<file path="config.mk">
export PLATFORM = sky130hd
export DESIGN_NAME = regfile_mp
export DESIGN_NICKNAME = d
export VERILOG_FILES = /design/src/rtl/regfile_mp.sv
export SDC_FILE = /design/constraint.sdc
export NUM_CORES = 2
export LEC_CHECK = 0
export CAP_MARGIN = 10
export CORE_MARGIN = 2
export CORE_UTILIZATION = 46
export DETAILED_ROUTE_END_ITERATION = 12
export HOLD_SLACK_MARGIN = 0.1
export PLACE_DENSITY_LB_ADDON = 0.2
export RECOVER_POWER = 100
export SLEW_MARGIN = 10
export SYNTH_ARGS = -nofsm -noshare
export SYNTH_HDL_FRONTEND = slang
export SYNTH_SLANG_ARGS = --single-unit
</file>
<file path="constraint.sdc">
create_clock -name clk -period 9.4 [get_ports clk]
set_input_delay 1.88 -clock clk [delete_from_list [all_inputs] [get_ports clk]]
set_output_delay 1.88 -clock clk [all_outputs]
set_load 0.05 [all_outputs]
</file>
<file path="src/rtl/regfile_mp.sv">
// regfile_mp: multi-port register file with init walk, write bypass and pending-write scoreboard.
// Optional debug read port and write-collision flag enabled by REGFILE_DBG_PORT_EN.
module regfile_mp #(
  parameter int WIDTH      = 64,
  parameter int DEPTH      = 32,
  parameter int NUM_RD     = 2,
  parameter int ZERO_REG   = 1,
  parameter int INIT_INDEX = 1,
  localparam int ADDR_W    = $clog2(DEPTH)
) (
  input  logic                     clk,
  input  logic                     reset,
  input  logic [NUM_RD*ADDR_W-1:0] rd_addr,
  output logic [NUM_RD*WIDTH-1:0]  rd_data,
  output logic [NUM_RD-1:0]        rd_busy,
  input  logic                     wr0_en,
  input  logic [ADDR_W-1:0]        wr0_addr,
  input  logic [WIDTH-1:0]         wr0_data,
  input  logic                     wr1_en,
  input  logic [ADDR_W-1:0]        wr1_addr,
  input  logic [WIDTH-1:0]         wr1_data,
  input  logic                     alloc_en,
  input  logic [ADDR_W-1:0]        alloc_addr,
  output logic                     ready
`ifdef REGFILE_DBG_PORT_EN
  ,
  input  logic [ADDR_W-1:0]        dbg_addr,
  output logic [WIDTH-1:0]         dbg_data,
  output logic                     wr_collision
`endif
);
  typedef enum logic {S_INIT, S_RUN} state_t;
  state_t              r_state;
  logic [ADDR_W-1:0]   r_init_cnt;
  logic [WIDTH-1:0]    r_mem [DEPTH];
  logic [DEPTH-1:0]    r_busy;
  logic [DEPTH-1:0]    w_busy_nxt;
  logic                w_run;
  logic                w_we0;
  logic                w_we1;
  logic [WIDTH-1:0]    w_init_val;
  assign w_run      = (r_state == S_RUN) && !reset;
  assign w_we0      = wr0_en && !(ZERO_REG != 0 && wr0_addr == '0);
  assign w_we1      = wr1_en && !(ZERO_REG != 0 && wr1_addr == '0);
  assign w_init_val = (INIT_INDEX != 0) ? WIDTH'(r_init_cnt) : '0;
  assign ready      = w_run;
  // Allocation is applied after the write clears so a new producer stays pending.
  always_comb begin
    w_busy_nxt = r_busy;
    if (wr0_en) w_busy_nxt[wr0_addr] = 1'b0;
    if (wr1_en) w_busy_nxt[wr1_addr] = 1'b0;
    if (alloc_en && !(ZERO_REG != 0 && alloc_addr == '0)) w_busy_nxt[alloc_addr] = 1'b1;
  end
  always_ff @(posedge clk) begin
    if (reset) begin
      r_state    <= S_INIT;
      r_init_cnt <= '0;
      r_busy     <= '0;
    end else if (r_state == S_INIT) begin
      r_mem[r_init_cnt] <= w_init_val;
      r_init_cnt        <= r_init_cnt + 1'b1;
      if (r_init_cnt == ADDR_W'(DEPTH - 1)) r_state <= S_RUN;
    end else begin
      if (w_we0) r_mem[wr0_addr] <= wr0_data;
      if (w_we1) r_mem[wr1_addr] <= wr1_data;
      r_busy <= w_busy_nxt;
    end
  end
  for (genvar k = 0; k < NUM_RD; k++) begin : g_rd
    logic [ADDR_W-1:0] w_a;
    logic              w_hit0;
    logic              w_hit1;
    logic              w_zero;
    assign w_a    = rd_addr[k*ADDR_W +: ADDR_W];
    assign w_hit0 = wr0_en && wr0_addr == w_a;
    assign w_hit1 = wr1_en && wr1_addr == w_a;
    assign w_zero = ZERO_REG != 0 && w_a == '0;
    assign rd_data[k*WIDTH +: WIDTH] = (!w_run || w_zero) ? '0 :
                                       w_hit1 ? wr1_data :
                                       w_hit0 ? wr0_data : r_mem[w_a];
    assign rd_busy[k] = w_run && r_busy[w_a] && !(w_hit0 || w_hit1);
  end
`ifdef REGFILE_DBG_PORT_EN
  assign dbg_data     = w_run ? r_mem[dbg_addr] : '0;
  assign wr_collision = w_run && wr0_en && wr1_en && wr0_addr == wr1_addr && wr0_addr != '0;
`endif
endmodule

</file>
* Yosys cells after proc, flatten, opt, wreduce, memory -nomap -nowiden
Memories as Yosys holds them, arrays and structs flattened. Cells that the tools add are included. W data, S select, Z words.
Storage, ports and cells: flip-flop bits (word level) 38, RAM bits 2048, input bits 158, output and inout port bits 131, logic and storage cells 90, memories kept 1
Memories:
- r_mem | words 32, bits a word 64, rd ports 2, clocked after memory_dff 0, write ports 2, line 35 | logic [WIDTH-1:0] r_mem [DEPTH];
Operators by class: $add $sub $neg 1, order comparisons 8, eq/ne operators 5, multiplexer cells 35, bitwise gates (word level) 5, reductions and logical operators 32
Operators by type and width (count):
- $mux W64 | 7
- $mux W32 | 3
- $and A32 B32 Y32 | 2
- $not A32 Y32 | 2
- $reduce_or A64 Y1 | 1
- $or A32 B32 Y32 | 1
- $lt A5 B6 Y1 const B | 5
- $logic_not A5 Y1 | 5
- $eq A5 B5 Y1 | 4
- $mux W1 | 19
- $demux W1 S5 | 3
- $ge A5 B1 Y1 const B | 3
- $logic_and A1 B1 Y1 | 15
- $bmux W1 S5 | 2
- $logic_not A1 Y1 | 7
- $add A5 B1 Y5 const B | 1
- $eq A5 B5 Y1 const B | 1
- $mux W5 | 1
- $logic_or A1 B1 Y1 | 4

* Longest topological paths before layout
depth after elaboration 11, mapped depth 11, depth with buffers taken out 7

* Least setup slack after synthesis
Ideal clock, no wire load.
path kind input port to flip-flop, start input reset, end memory r_mem[1][0], enable pin, library setup time 0.575 ns, arrival time 7.745 ns, required time 8.825 ns, setup slack 1.080 ns, cell stages on the path 9, path buffers 3, cell sequence buf_2 nand3b_1 a21oi_1 buf_2 buf_4 nand2_1 o31ai_1 nand2_1 o21ai_0
RTL lines:
- start: declaration | line 12 | input logic reset,
- end: declaration | line 35

==> run_results.csv <==
group,metric,value,unit
setup_path,reg2reg_setup_slack,1870,ps
drt,drc,0,
clock_network,cts_buffers,227,
setup_path,required,9820,ps
clock_network,path_clk_slew,60,ps
sta,setup_viol,0,
pwr,ir_drop,0.000166,V
sta,worst_pin_slew,4120,ps
setup_path,reg2reg_to,"r_mem[1][37]",
setup_path,critPathKind,"input pin to flop",
run_status,status,"finished, violations left",
clock_network,clock_sinks,2086,
logic_synthesis,ys_ff_latch,2086,
sta,skew,32.9,ps
logic_synthesis,syn-num-nets,10000,
final_layout,final_util,50.6,%
worst_hold_path,worstHoldStart,"r_busy[0]",
setup_path,reg2reg_from,"r_state",
worst_hold_path,min_to,"r_busy[0]",
logic_synthesis,synth_area_leaders,"edfxtp_1 (51%), mux4_2 (21%), o21ai_0 (7.5%), nand2_1 (6.9%), clkbuf_1 (2.7%)",
sta,fin_setup_tns,0,ps
pwr,p_sw_share,24.1,%
setup_path,cp_top_family,"buffers and inverters",
logic_synthesis,synth_edf_count,2048,
clock_network,cts_resized,0,
worst_hold_path,hold_depth,2,
sta,fin_crit,8790,ps
placed_design,port_buffers,288,
placed_design,dp_hpwl,240000,um
global_route,grt_pass1_vias,85600,
pwr,combPwrFrac,7.7,%
pwr,seq_power_share,48.9,%
sta,rsz0062_at_grt,"false",
clock_network,root_buffer,"clkbuf_16",
logic_synthesis,syn_area,120000,sq um
logic_synthesis,yosys.cell_types.count,62,
setup_path,slowest_delay,2580,ps
setup_path,cp_num_buf_inv,4,
clock_network,cts-hold-fix-buffers,0,
clock_network,cts_max_level,4,
logic_synthesis,synth_area_leader_cell,"edfxtp_1",
sta,maxSlewHeadroom,-175,%
logic_synthesis,ys_top_cells_by_count,"nand2_1 (2223), edfxtp_1 (2048), o21ai_0 (1806)",
run_status,failed_checks,"capacitance limit, slew limit",
pwr,power.switching,5.02,mW
floorplan,die_h,515,um
pwr,p_leak,38.9,nW
setup_path,worstPathMaxFanout,59,
floorplan,fp.dieArea,265000,sq um
run,drv_cap,54,
setup_path,critical_path.most_common_cell,"nand2_1",
setup_path,worstRegToRegCells,9,
setup_path,cp-end-kind,"flop",
floorplan,dieWidth,515,um
logic_synthesis,synth_warnings,0,
drt,num_vias,89400,
global_route,antenna_found_initial,16,
logic_synthesis,yosysSeqAreaShare,51.8,%
worst_hold_path,hold_path_class,"flop to flop",
drt,avgViaCountPerCell,6.89,
pwr,p_int,15.8,mW
global_route,grt_start_max_net_pins,121,
placed_design,gp_routability_congestion,0.872,
setup_path,slowest_stage,"buf_2",
logic_synthesis,syn_avg_cell_area,12.2,sq um
setup_path,cp.arrival,9200,ps
logic_synthesis,synthArstFlopShare,0,%
clock_network,cts_tree,"yes",
floorplan,start_util,46.2,%
floorplan,io_pins,289,
global_route,grt_pass1_wl,637000,um
final_layout,area_delta_synth_final,9.41,%
drt,ant_nets,0,
setup_path,crit_chain,"dlygate4sd3_1, clkbuf_1, nand3b_1, a21oi_1, buf_4, nand2_1, o31ai_1, nand2_1, o21ai_0, buf_2",
clock_network,clock_path_buffers,3,
global_route,overflow,0,
drt,drtIter0Drc,15500,
clock_network,clk_latency,910,ps
global_route,grt_use_total,33.8,%
setup_path,worstSetupStartpointType,"input pin",
clock_network,cts_setup_buffers,0,
drt,firstDrtPassIters,7,
sta,timing.fmax,114,MHz
sta,slew_viol_final,2034,
final_layout,fill_cells,22000,
pwr,power.total,20.8,mW
floorplan,floorplan.rows,187,
logic_synthesis,ys.flop_type,"edfxtp_1",
logic_synthesis,synth_most_common_cell,"nand2_1",
drt,wl_per_cell,34.9,um
logic_synthesis,yosysTopAreaCellShare,51.2,%
pwr,pwr-share-clk,43.4,%
final_layout,nets,9522,
sta,hold_ws,467,ps
sta,hold_viol,0,
final_layout,drive_above_1_share,18.6,%
pwr,p_per_area,158,nW/um^2
drt,drt-total-wl,453000,um
floorplan,core,260000,sq um
sta,fin_crit_sh,93.5,%
logic_synthesis,synthCells,9883,
-- stage by stage --
stage	instances	setup WS, ps	cell area [sq um]
6_report	13000	615	131000
5_1_grt	13000	663	131000
4_1_cts	13000	1500	132000
3_5_place_dp	12500	1520	125000
3_3_place_gp	12500	1670	125000
2_1_floorplan	9883	1080	120000
-- how the worst max path moves through the flow --
stage | slack [ps] | endpoint | from | cells past startpoint
after floorplan | 1080 | r_mem[1][0] | reset | 9
after global placement | 1670 | rd_data[17] | reset | 11
after detailed placement | 1520 | rd_data[28] | reset | 11
after CTS | 1500 | rd_data[28] | reset | 11
after global routing | 660 | r_mem[1][38] | reset | 10
final | 610 | r_mem[1][37] | reset | 10
-- layout by cell type, fill, tap and decap left out, types with 10 or more instances in the layout --
| cell type | instances |
|---|---|
| a22oi_1 | 140 |
| clkbuf_16 | 227 |
| buf_4 | 133 |
| nor2_1 | 190 |
| clkinv_2 | 42 |
| nand3_1 | 28 |
| o22ai_1 | 32 |
| a21oi_1 | 175 |
| o21ai_0 | 1917 |
| mux4_2 | 1145 |
| dfxtp_1 | 38 |
| nor2_4 | 23 |
| edfxtp_1 | 2048 |
| a222oi_1 | 118 |
| clkbuf_1 | 84 |
| clkdlybuf4s50_1 | 128 |
| buf_2 | 24 |
| nand2_1 | 2223 |
| a32o_1 | 24 |
| nor3_1 | 17 |
| nand3b_1 | 11 |
| clkinv_1 | 62 |
| a211oi_1 | 13 |
| xor2_1 | 16 |
| clkbuf_2 | 23 |
| o21ai_1 | 58 |
| or3_1 | 10 |
| buf_12 | 58 |
| bufinv_16 | 21 |
| mux2i_1 | 168 |
| inv_1 | 72 |
| nor2b_1 | 21 |
| dlygate4sd3_1 | 117 |
-- cell families after synthesis --
| family | synth area share (%) |
|---|---|
| adders and majority gates | 0.0208 |
| and+or+nand+nor | 8.62 |
| AOI/OAI and AO/OA | 11.4 |
| buffers and inverters | 4.95 |
| muxes | 22.9 |
| xor gates and xnor gates | 0.168 |
| DFF | 51.8 |
-- sequential cells by signal, summed over array words and instances, names as in the netlist --
name / cells
r_init_cnt: 5
r_busy: 32
r_state: 1
r_mem: 2048
-- tightest hold or removal path, delay by kind of cell, from the launching register on --
| family | cells | cell delay, ps |
|---|---|---|
| flip-flops | 1 | 320 |
| AO/OA/AOI/OAI | 1 | 40 |
| AND/OR/NAND/NOR | 1 | 60 |
-- cell type report --
type	count	area, sq um	share of cell area [%]
Multi-Input combinational cell	6448	52100	39.7
Clock buffer	280	5910	4.50
Clock inverter	149	1460	1.11
Antenna cell	6	15.0	0.0114
Inverter	73	274	0.209
Timing Repair Buffer	526	5100	3.88
Sequential cell	2086	62300	47.4
Tap cell	3402	4260	3.24
-- per-layer routing --
layer | share of wire (%) | global-route usage [%] | wire length [um]
met1 | 37 | 46.1 | 165000
met2 | 45 | 51.3 | 203000
met3 | 14 | 9.28 | 63600
met4 | 4.7 | 13.5 | 21100
met5 | 0.058 | 0 | 264
-- power groups by stage --
stage	logic (mW)	registers, mW	clock network (mW)
final	1.60	10.2	9.04
after global routing	1.65	10.2	9.42
after CTS	1.58	10.2	9.07
after detailed placement	1.57	10.4	0
after global placement	1.57	10.4	0
after floorplan	1.00	10.4	0
No activity file was read; power rests on OpenSTA's default activity.
